[config.mk]
export PLATFORM = sky130hd
export DESIGN_NAME = busreq_sequencer
export DESIGN_NICKNAME = d
export VERILOG_FILES = /design/src/rtl/busreq_sequencer.sv
export SDC_FILE = /design/constraint.sdc
export NUM_CORES = 1
export LEC_CHECK = 0
export ABC_AREA = 1
export BUFFER_PORTS_ARGS = -buffer_cell sky130_fd_sc_hd__buf_4
export CORE_ASPECT_RATIO = 0.6
export CORE_MARGIN = 10
export CORE_UTILIZATION = 30
export CTS_CLUSTER_DIAMETER = 200
export DETAILED_ROUTE_END_ITERATION = 12
export GPL_TIMING_DRIVEN = 0
export PLACE_DENSITY = 0.55
export SLEW_MARGIN = 20
export SYNTH_ARGS = -nofsm -noshare
export SYNTH_HDL_FRONTEND = slang
export SYNTH_SLANG_ARGS = --single-unit
[constraint.sdc]
create_clock -name clk -period 1.7 [get_ports clk]
set_input_delay 0.34 -clock clk [delete_from_list [all_inputs] [get_ports clk]]
set_output_delay 0.34 -clock clk [all_outputs]
set_load 0.1 [all_outputs]
[src/rtl/busreq_sequencer.sv]
// Control FSM for the 4-bit accumulator datapath. It fetches and decodes instructions,
// reads register operands over BUSREQ, drives the external ALU and issues the write-back.
module busreq_sequencer #(
    parameter int WAIT_MAX = 15,
    parameter int DW       = 4
) (
    input  logic          clk,
    input  logic          rst_n,
    input  logic          ena,
    input  logic [7:0]    instr,
    input  logic          instr_valid,
    input  logic [DW-1:0] bus_data,
    input  logic          bus_ack,
    input  logic [DW-1:0] alu_result,
    output logic [3:0]    busreq,
    output logic [3:0]    reg_idx,
    output logic [DW-1:0] alu_a,
    output logic [DW-1:0] alu_b,
    output logic          alu_op,
    output logic [DW-1:0] acc,
    output logic          busy,
    output logic          err
);

    typedef enum logic [2:0] {
        S_IDLE, S_FETCH, S_DECODE, S_RDREG, S_EXEC, S_WB
    } state_e;

    localparam logic [3:0] OP_NOP  = 4'd0;
    localparam logic [3:0] OP_ADDI = 4'd1;
    localparam logic [3:0] OP_SUBI = 4'd2;
    localparam logic [3:0] OP_ADDR = 4'd3;
    localparam logic [3:0] OP_SUBR = 4'd4;

    localparam logic [3:0] BR_IDLE = 4'b0000;
    localparam logic [3:0] BR_NEXT = 4'b0011;
    localparam logic [3:0] BR_READ = 4'b0001;
    localparam logic [3:0] BR_WB   = 4'b0010;

    // A wait state gives up on the edge that would complete its WAIT_MAX-th waiting cycle.
    localparam logic [7:0] WAIT_LAST = 8'(WAIT_MAX - 1);

    state_e        state_q, state_d;
    logic [7:0]    instr_q, instr_d;
    logic [3:0]    reg_idx_q, reg_idx_d;
    logic [DW-1:0] alu_b_q, alu_b_d;
    logic          alu_op_q, alu_op_d;
    logic [DW-1:0] acc_q, acc_d;
    logic          err_q, err_d;
    logic [7:0]    cnt_q, cnt_d;
    logic          wait_expired;

    assign wait_expired = (cnt_q == WAIT_LAST);

    always_comb begin
        // NOTE: every *_d defaults to its flop so no branch can leave one unassigned (no latches).
        state_d   = state_q;
        instr_d   = instr_q;
        reg_idx_d = reg_idx_q;
        alu_b_d   = alu_b_q;
        alu_op_d  = alu_op_q;
        acc_d     = acc_q;
        err_d     = err_q;
        cnt_d     = cnt_q;

        case (state_q)
            S_IDLE: state_d = S_FETCH;
            S_FETCH: begin
                if (instr_valid) begin
                    instr_d = instr;
                    state_d = S_DECODE;
                end
            end
            S_DECODE: begin
                case (instr_q[3:0])
                    OP_NOP: state_d = S_FETCH;
                    OP_ADDI, OP_SUBI: begin
                        alu_b_d  = instr_q[7:4];
                        alu_op_d = (instr_q[3:0] == OP_SUBI);
                        state_d  = S_EXEC;
                    end
                    OP_ADDR, OP_SUBR: begin
                        reg_idx_d = instr_q[7:4];
                        alu_op_d  = (instr_q[3:0] == OP_SUBR);
                        state_d   = S_RDREG;
                    end
                    default: begin
                        err_d   = 1'b1;
                        state_d = S_FETCH;
                    end
                endcase
            end
            S_RDREG: begin
                if (bus_ack) begin
                    alu_b_d = bus_data;
                    state_d = S_EXEC;
                end else if (wait_expired) begin
                    err_d   = 1'b1;
                    state_d = S_FETCH;
                end else begin
                    cnt_d = cnt_q + 8'd1;
                end
            end
            S_EXEC: begin
                acc_d   = alu_result;
                state_d = S_WB;
            end
            S_WB: begin
                if (bus_ack) begin
                    state_d = S_FETCH;
                end else if (wait_expired) begin
                    err_d   = 1'b1;
                    state_d = S_FETCH;
                end else begin
                    cnt_d = cnt_q + 8'd1;
                end
            end
            default: state_d = S_IDLE;
        endcase

        // Each wait state starts its budget from zero; FETCH never counts.
        if (state_d != state_q) begin
            cnt_d = '0;
        end
    end

    always_comb begin
        busreq = BR_IDLE;
        case (state_q)
            S_FETCH: busreq = BR_NEXT;
            S_RDREG: busreq = BR_READ;
            S_WB:    busreq = BR_WB;
            default: busreq = BR_IDLE;
        endcase
    end

    assign busy    = (state_q != S_IDLE) && (state_q != S_FETCH);
    assign reg_idx = reg_idx_q;
    assign alu_a   = acc_q;
    assign alu_b   = alu_b_q;
    assign alu_op  = alu_op_q;
    assign acc     = acc_q;
    assign err     = err_q;

    always_ff @(posedge clk or negedge rst_n) begin
        if (!rst_n) begin
            state_q   <= S_IDLE;
            instr_q   <= '0;
            reg_idx_q <= '0;
            alu_b_q   <= '0;
            alu_op_q  <= 1'b0;
            acc_q     <= '0;
            err_q     <= 1'b0;
            cnt_q     <= '0;
        end else if (ena) begin
            // NOTE: non-blocking so every flop samples the pre-edge *_d values together.
            state_q   <= state_d;
            instr_q   <= instr_d;
            reg_idx_q <= reg_idx_d;
            alu_b_q   <= alu_b_d;
            alu_op_q  <= alu_op_d;
            acc_q     <= acc_d;
            err_q     <= err_d;
            cnt_q     <= cnt_d;
        end
    end

endmodule

==> After elaboration in Yosys (flattened, before gate mapping) <==
Index checks and enable logic that the tools add are counted.
{ "totals": {"ff_bits": 33, "latchBits": 0, "ramBits": 0, "romBits": 0, "input_bits": 21, "out_inout_bits": 23, "memories": 0} }
{ "classes": {"add_sub_neg": 1, "multipliers": 0, "div": 0, "magnitude_cmp": 0, "n_eq_ne": 19, "shifts": 0, "mux": 19, "bitwise": 0, "reduce_logical": 19} }
{ "ops": {"columns": ["cell", "n"], "rows": [
  ["two-way mux 8 bit", 4],
  ["case mux 3 bit (6 select lines)", 1],
  ["two-way mux 3 bit", 4],
  ["AND reduction 3 bit", 3],
  ["adder 8 x 1 -> 8 bit (second input constant)", 1],
  ["== test 4 x 2 -> 1 bit (second input constant)", 2],
  ["== test 8 x 4 -> 1 bit (second input constant)", 1],
  ["two-way mux 4 bit", 2],
  ["inequality test 2 bit (second input constant)", 4],
  ["case mux 4 bit (2 select lines)", 1],
  ["AND reduction 4 bit", 2],
  ["nonzero test 2 bit", 4],
  ["== test 3 x 2 -> 1 bit (second input constant)", 2],
  ["== test 3 bit (second input constant)", 2],
  ["inequality test 2 x 1 -> 1 bit (second input constant)", 3],
  ["case mux 2 bit (3 select lines)", 1],
  ["case mux 3 bit (2 select lines)", 1],
  ["OR reduction 2 bit", 3],
  ["AND reduction 5 bit", 1],
  ["OR reduction 5 bit", 1],
  ["== test 4 x 1 -> 1 bit (second input constant)", 1],
  ["== test 4 x 3 -> 1 bit (second input constant)", 1],
  ["zero test 4 bit", 1],
  ["case mux 1 bit (2 select lines)", 2],
  ["other kinds (8)", 10]
]} }

==> Logic depth before layout (Yosys ltp) <==
{ "logic_depth": {"word_depth": 7, "ltp_mapped": 12, "ltp_nobuf": 12} }

==> Worst setup path after synthesis <==
No wires, ideal clock.
{ "synth_path": {"path_kind": "register -> register", "from": "register state_q[0]", "to": "register cnt_q[6]", "arrival_time_ns": 2.566, "required_time_ns": 1.580, "slack_ns": -0.986, "path_stages_with_launch": 9, "path_buffers": 0, "path_cell_list": "dfrtp_1 -> inv_2 -> nor2_1 -> nand3_1 -> nand2_1 -> inv_2 -> nand4_1 -> xor2_1 -> nor2_2"} }
{ "synth_between": {"elab_chain_len": 6, "word_cells_on_any_way": 18, "classes_between": "eq/ne (8); mux (6); reduce/logical (4)"} }
{ "synth_rtl": {"columns": ["item", "line", "source"], "rows": [
  ["start: declaration", "43", "state_e state_q, state_d;"],
  ["start signal: assignment", "157", "state_q <= state_d;"],
  ["two-way mux 3 bit", "97, 111", null],
  ["two-way mux 3 bit (on tied branches)", "109, 94", null],
  ["case mux 3 bit (6 select lines)", "66", "case (state_q)"],
  ["inequality test 3 bit", "122", "if (state_d != state_q) begin"],
  ["inequality test 2 x 1 -> 1 bit (no source line) / nonzero test 2 bit (equally long branches)", null, null],
  ["AND reduction 4 bit (no source line)", null, null],
  ["end signal: assignment", "164", "cnt_q <= cnt_d;"],
  ["end: declaration", "50", "logic [7:0] cnt_q, cnt_d;"]
]} }
Parallel ways exist; a longest one is shown, timed or not.
A chain may end at the register's enable or synchronous reset.

==> Final worst setup path <==
{ "layout_path": {"from": "register state_q[1]", "to": "output port busy"} }
{ "layout_between": {"elab_chain_len": 2, "word_cells_on_any_way": 3, "classes_between": "eq/ne (1); reduce/logical (2)"} }
{ "layout_rtl": {"columns": ["item", "line", "source"], "rows": [
  ["inequality test 3 x 1 -> 1 bit / nonzero test 3 bit (equally long branches)", "137", "assign busy = (state_q != S_IDLE) && (state_q != S_FETCH);"],
  ["logical AND 1 bit *", "137", null],
  ["end: declaration", "21", "output logic busy,"]
]} }
Mark *: on every way between the ends. The rest lies on a longest branch, timed or not.

==> impl_results.md <==
* Run status: finished with violations
* Failing checks: hold timing
* Critical R2R Capture: instr_q[5]
* Synth Area in Compound Gates at 7.26%
* Synth Area in Simple Gates at 26.3%
* Total Routing Usage GR at 9.62%
* Total global routing overflow at 0
* FF-to-FF Start: state_q[2]
* Required time of the worst setup path at 1360 ps
* XOR/XNOR share of the synthesized area at 2.96%
* Setup Viol. Count Final at 0
* Total core area at 5650 µm²
* Gpl congestion at 0.830
* Total clock sinks at 33
* Setup ws final at 55.7 ps
* Setup crit end kind: output pin
* Most frequent cells in the layout: buf_4 (56), nand2_1 (41), dfrtp_1 (30)
* First-pass GRT wire length at 7300 µm
* Inst Count DP at 330
* CTS tree: built
* Sequential-to-total area share from yosys stat at 46.5%
* Vias at 1502
* Die Span Y at 79.6 µm
* Flop2flop setup slack at 100 ps
* Finished Layout Cells at 348
* P_leak at 1.18 nW
* Mux cell area share after synthesis at 6.98%
* Synthesized cell area at 1770 µm²
* Clk_skew at 5.97 ps
* Top_reg_cell synth: dfrtp_1
* Commonest non-fill, non-tap cell in the layout: buf_4
* Worst-skew pair later-pin latency at 280 ps
* Vias in the first global route at 1433
* Tcrit/Tclk final at 96.7%
* Ant diodes at 0
* Max VDD drop at 1720 µV
* Critical path launch point type: flip-flop
* CP max FO at 6
* # H-tree levels at 2
* Antenna violations before repair at 0
* R2R depth at 6
* Adder-Cell Fraction of Synth Area at 1.41%
* Max-slew violations at 0
* Ports at 44
* Post-Place Worst Slack at -75.3 ps
* Hold WC Path Type: in -> async
* Hold buffers post-CTS at 0
* Fmax at 608 MHz
* Drt pass-1 iters at 4
* Post-DP HPWL at 3460 µm
* Syn avg cell area at 8.53 µm²
* FFs w/ async S/R, synth at 100%
* Die ar. at 9490 µm²
* Starting Density at 31.4%
* CTS buffer count at 5
* EDFF count, synth at 0
* WP data arrival at 1300 ps
* Flops & latches, synth at 33
* Row count at 21
* Final hold slack at -15.7 ps
* Power Dens Cells at 1920 nW/µm²
* Nets at 290
* Die span in x at 119 µm
* Clock root buffer master: clkbuf_8
* Largest family of logic cells by synthesized area: simple AND/OR/NAND/NOR gates
* Routed WL at 4570 µm
* Min Tclk post-route at 1640 ps
* Fraction of layout cells with a size suffix above 1 at 43.3%
* Antenna viol nets, final at 0
* Pwr Total at 4.73 mW
* Average wire per standard cell at 13.1 µm
* Number of remaining DRC errors at 0
* Syn Inst Count at 208
* Yosys cell types at 31
* Crit path kind: reg -> out
* Clk slew on worst S/H paths at 70 ps
* RSZ-0062 raised after global routing: yes
* CTS max path bufs at 2
* I/O Buffers at 41
* Setup TNS Final at 0 ps
* Initial drt markers at 55
* Largest net degree at the start of global routing at 34
* Area delta synth->final at 39.0%
* Yosys warning total at 0
* Final Hold Violating Endpoints at 20
* Vias/cell at 4.32
* Max_cap viols at 0
-- timing repair --
action / in CTS / in global routing
endpoints found under the setup margin: 10 / 15
setup buffers: 1 / 9
pin swaps: 3 / 10
resized for setup: 6 / 16
endpoints found under the hold margin: 0 / 0
-- worst max-delay path by stage --
stage                          start    endpoint  cells past startpoint
after CTS                 state_q[2]  instr_q[5]                      6
after detailed placement         ena    alu_b[2]                      6
final                     state_q[1]        busy                      4
after floorplan           state_q[0]    cnt_q[6]                      8
after global placement      cnt_q[0]    cnt_q[7]                     11
after global routing        cnt_q[0]    cnt_q[2]                     11
-- sequential cells by signal, indices dropped and copies added (netlist names) --
signal,flops
cnt_q,8
instr_q,8
acc,4
alu_b,4
reg_idx,4
state_q,3
alu_op,1
err,1
-- logic make-up (layout without fill, tap and decap cells) --
logic type,after synthesis,after routing
simple gates,100,100
flops,33,33
buf+inv,33,92
compound gates,22,22
mux,11,11
xor+xnor,6,6
fa+ha+maj,2,2
other cells,1,2
-- per-layer routing --
metal | vias to the layer above | GRT usage [%] | part of all wire (%) | routed length (µm)
li1 | 784 | - | - | -
met1 | 680 | 14.1 | 54 | 2470
met2 | 36 | 11.8 | 38 | 1740
met3 | 2 | 4.66 | 7.4 | 337
met4 | 0 | 2.55 | 0.39 | 18
met5 | - | 0 | 0 | 0
-- metrics by stage --
| step | util [%] | area, µm² |
|---|---|---|
| 2_1_floorplan | - | 1800 |
| 3_3_place_gp | 39.1 | 2210 |
| 3_5_place_dp | 39.1 | 2210 |
| 4_1_cts | 41.1 | 2320 |
| 5_1_grt | 43.7 | 2470 |
| 6_report | 43.7 | 2470 |
-- power breakdown --
part | switching (mW) | total [mW] | leakage [nW] | internal [mW]
clock | 0.305 | 0.588 | 0.0439 | 0.283
sequential | 0.225 | 1.28 | 0.405 | 1.05
combinational | 2.12 | 2.86 | 0.735 | 0.742
total | 2.65 | 4.73 | 1.18 | 2.08
-- critical path, cell delays in order (launching register included) --
cell     delay (ps)
dfrtp_2         470
buf_12          150
inv_2           120
nand2_1          90
buf_6           190
-- synthesized netlist by cell type (3+ instances only) --
cell type,instances,area [µm²]
nand3_1,18,90.1
nand2_2,4,25.0
xor2_1,4,35.0
inv_1,18,67.6
nor2_2,4,25.0
mux2_2,9,101
nand2_1,45,169
a21oi_1,4,20.0
dfrtp_1,33,826
inv_2,6,22.5
a31oi_1,3,18.8
o21ai_1,5,25.0
nor2_1,19,71.3
nor2_4,3,33.8
buf_4,6,45.0
o21ai_0,6,30.0
-- layout make-up --
cell class              count  area [µm²]
clock inverters             3        17.5
multi-input cells         143         893
plain buffers               8        56.3
well taps                  80         100
fillers                   578        3180
repair buffers             51         399
flip-flops and latches     33         830
inverters                  25         101
clock buffers               5        68.8
Note: power is estimated with default switching activity, not from simulation.
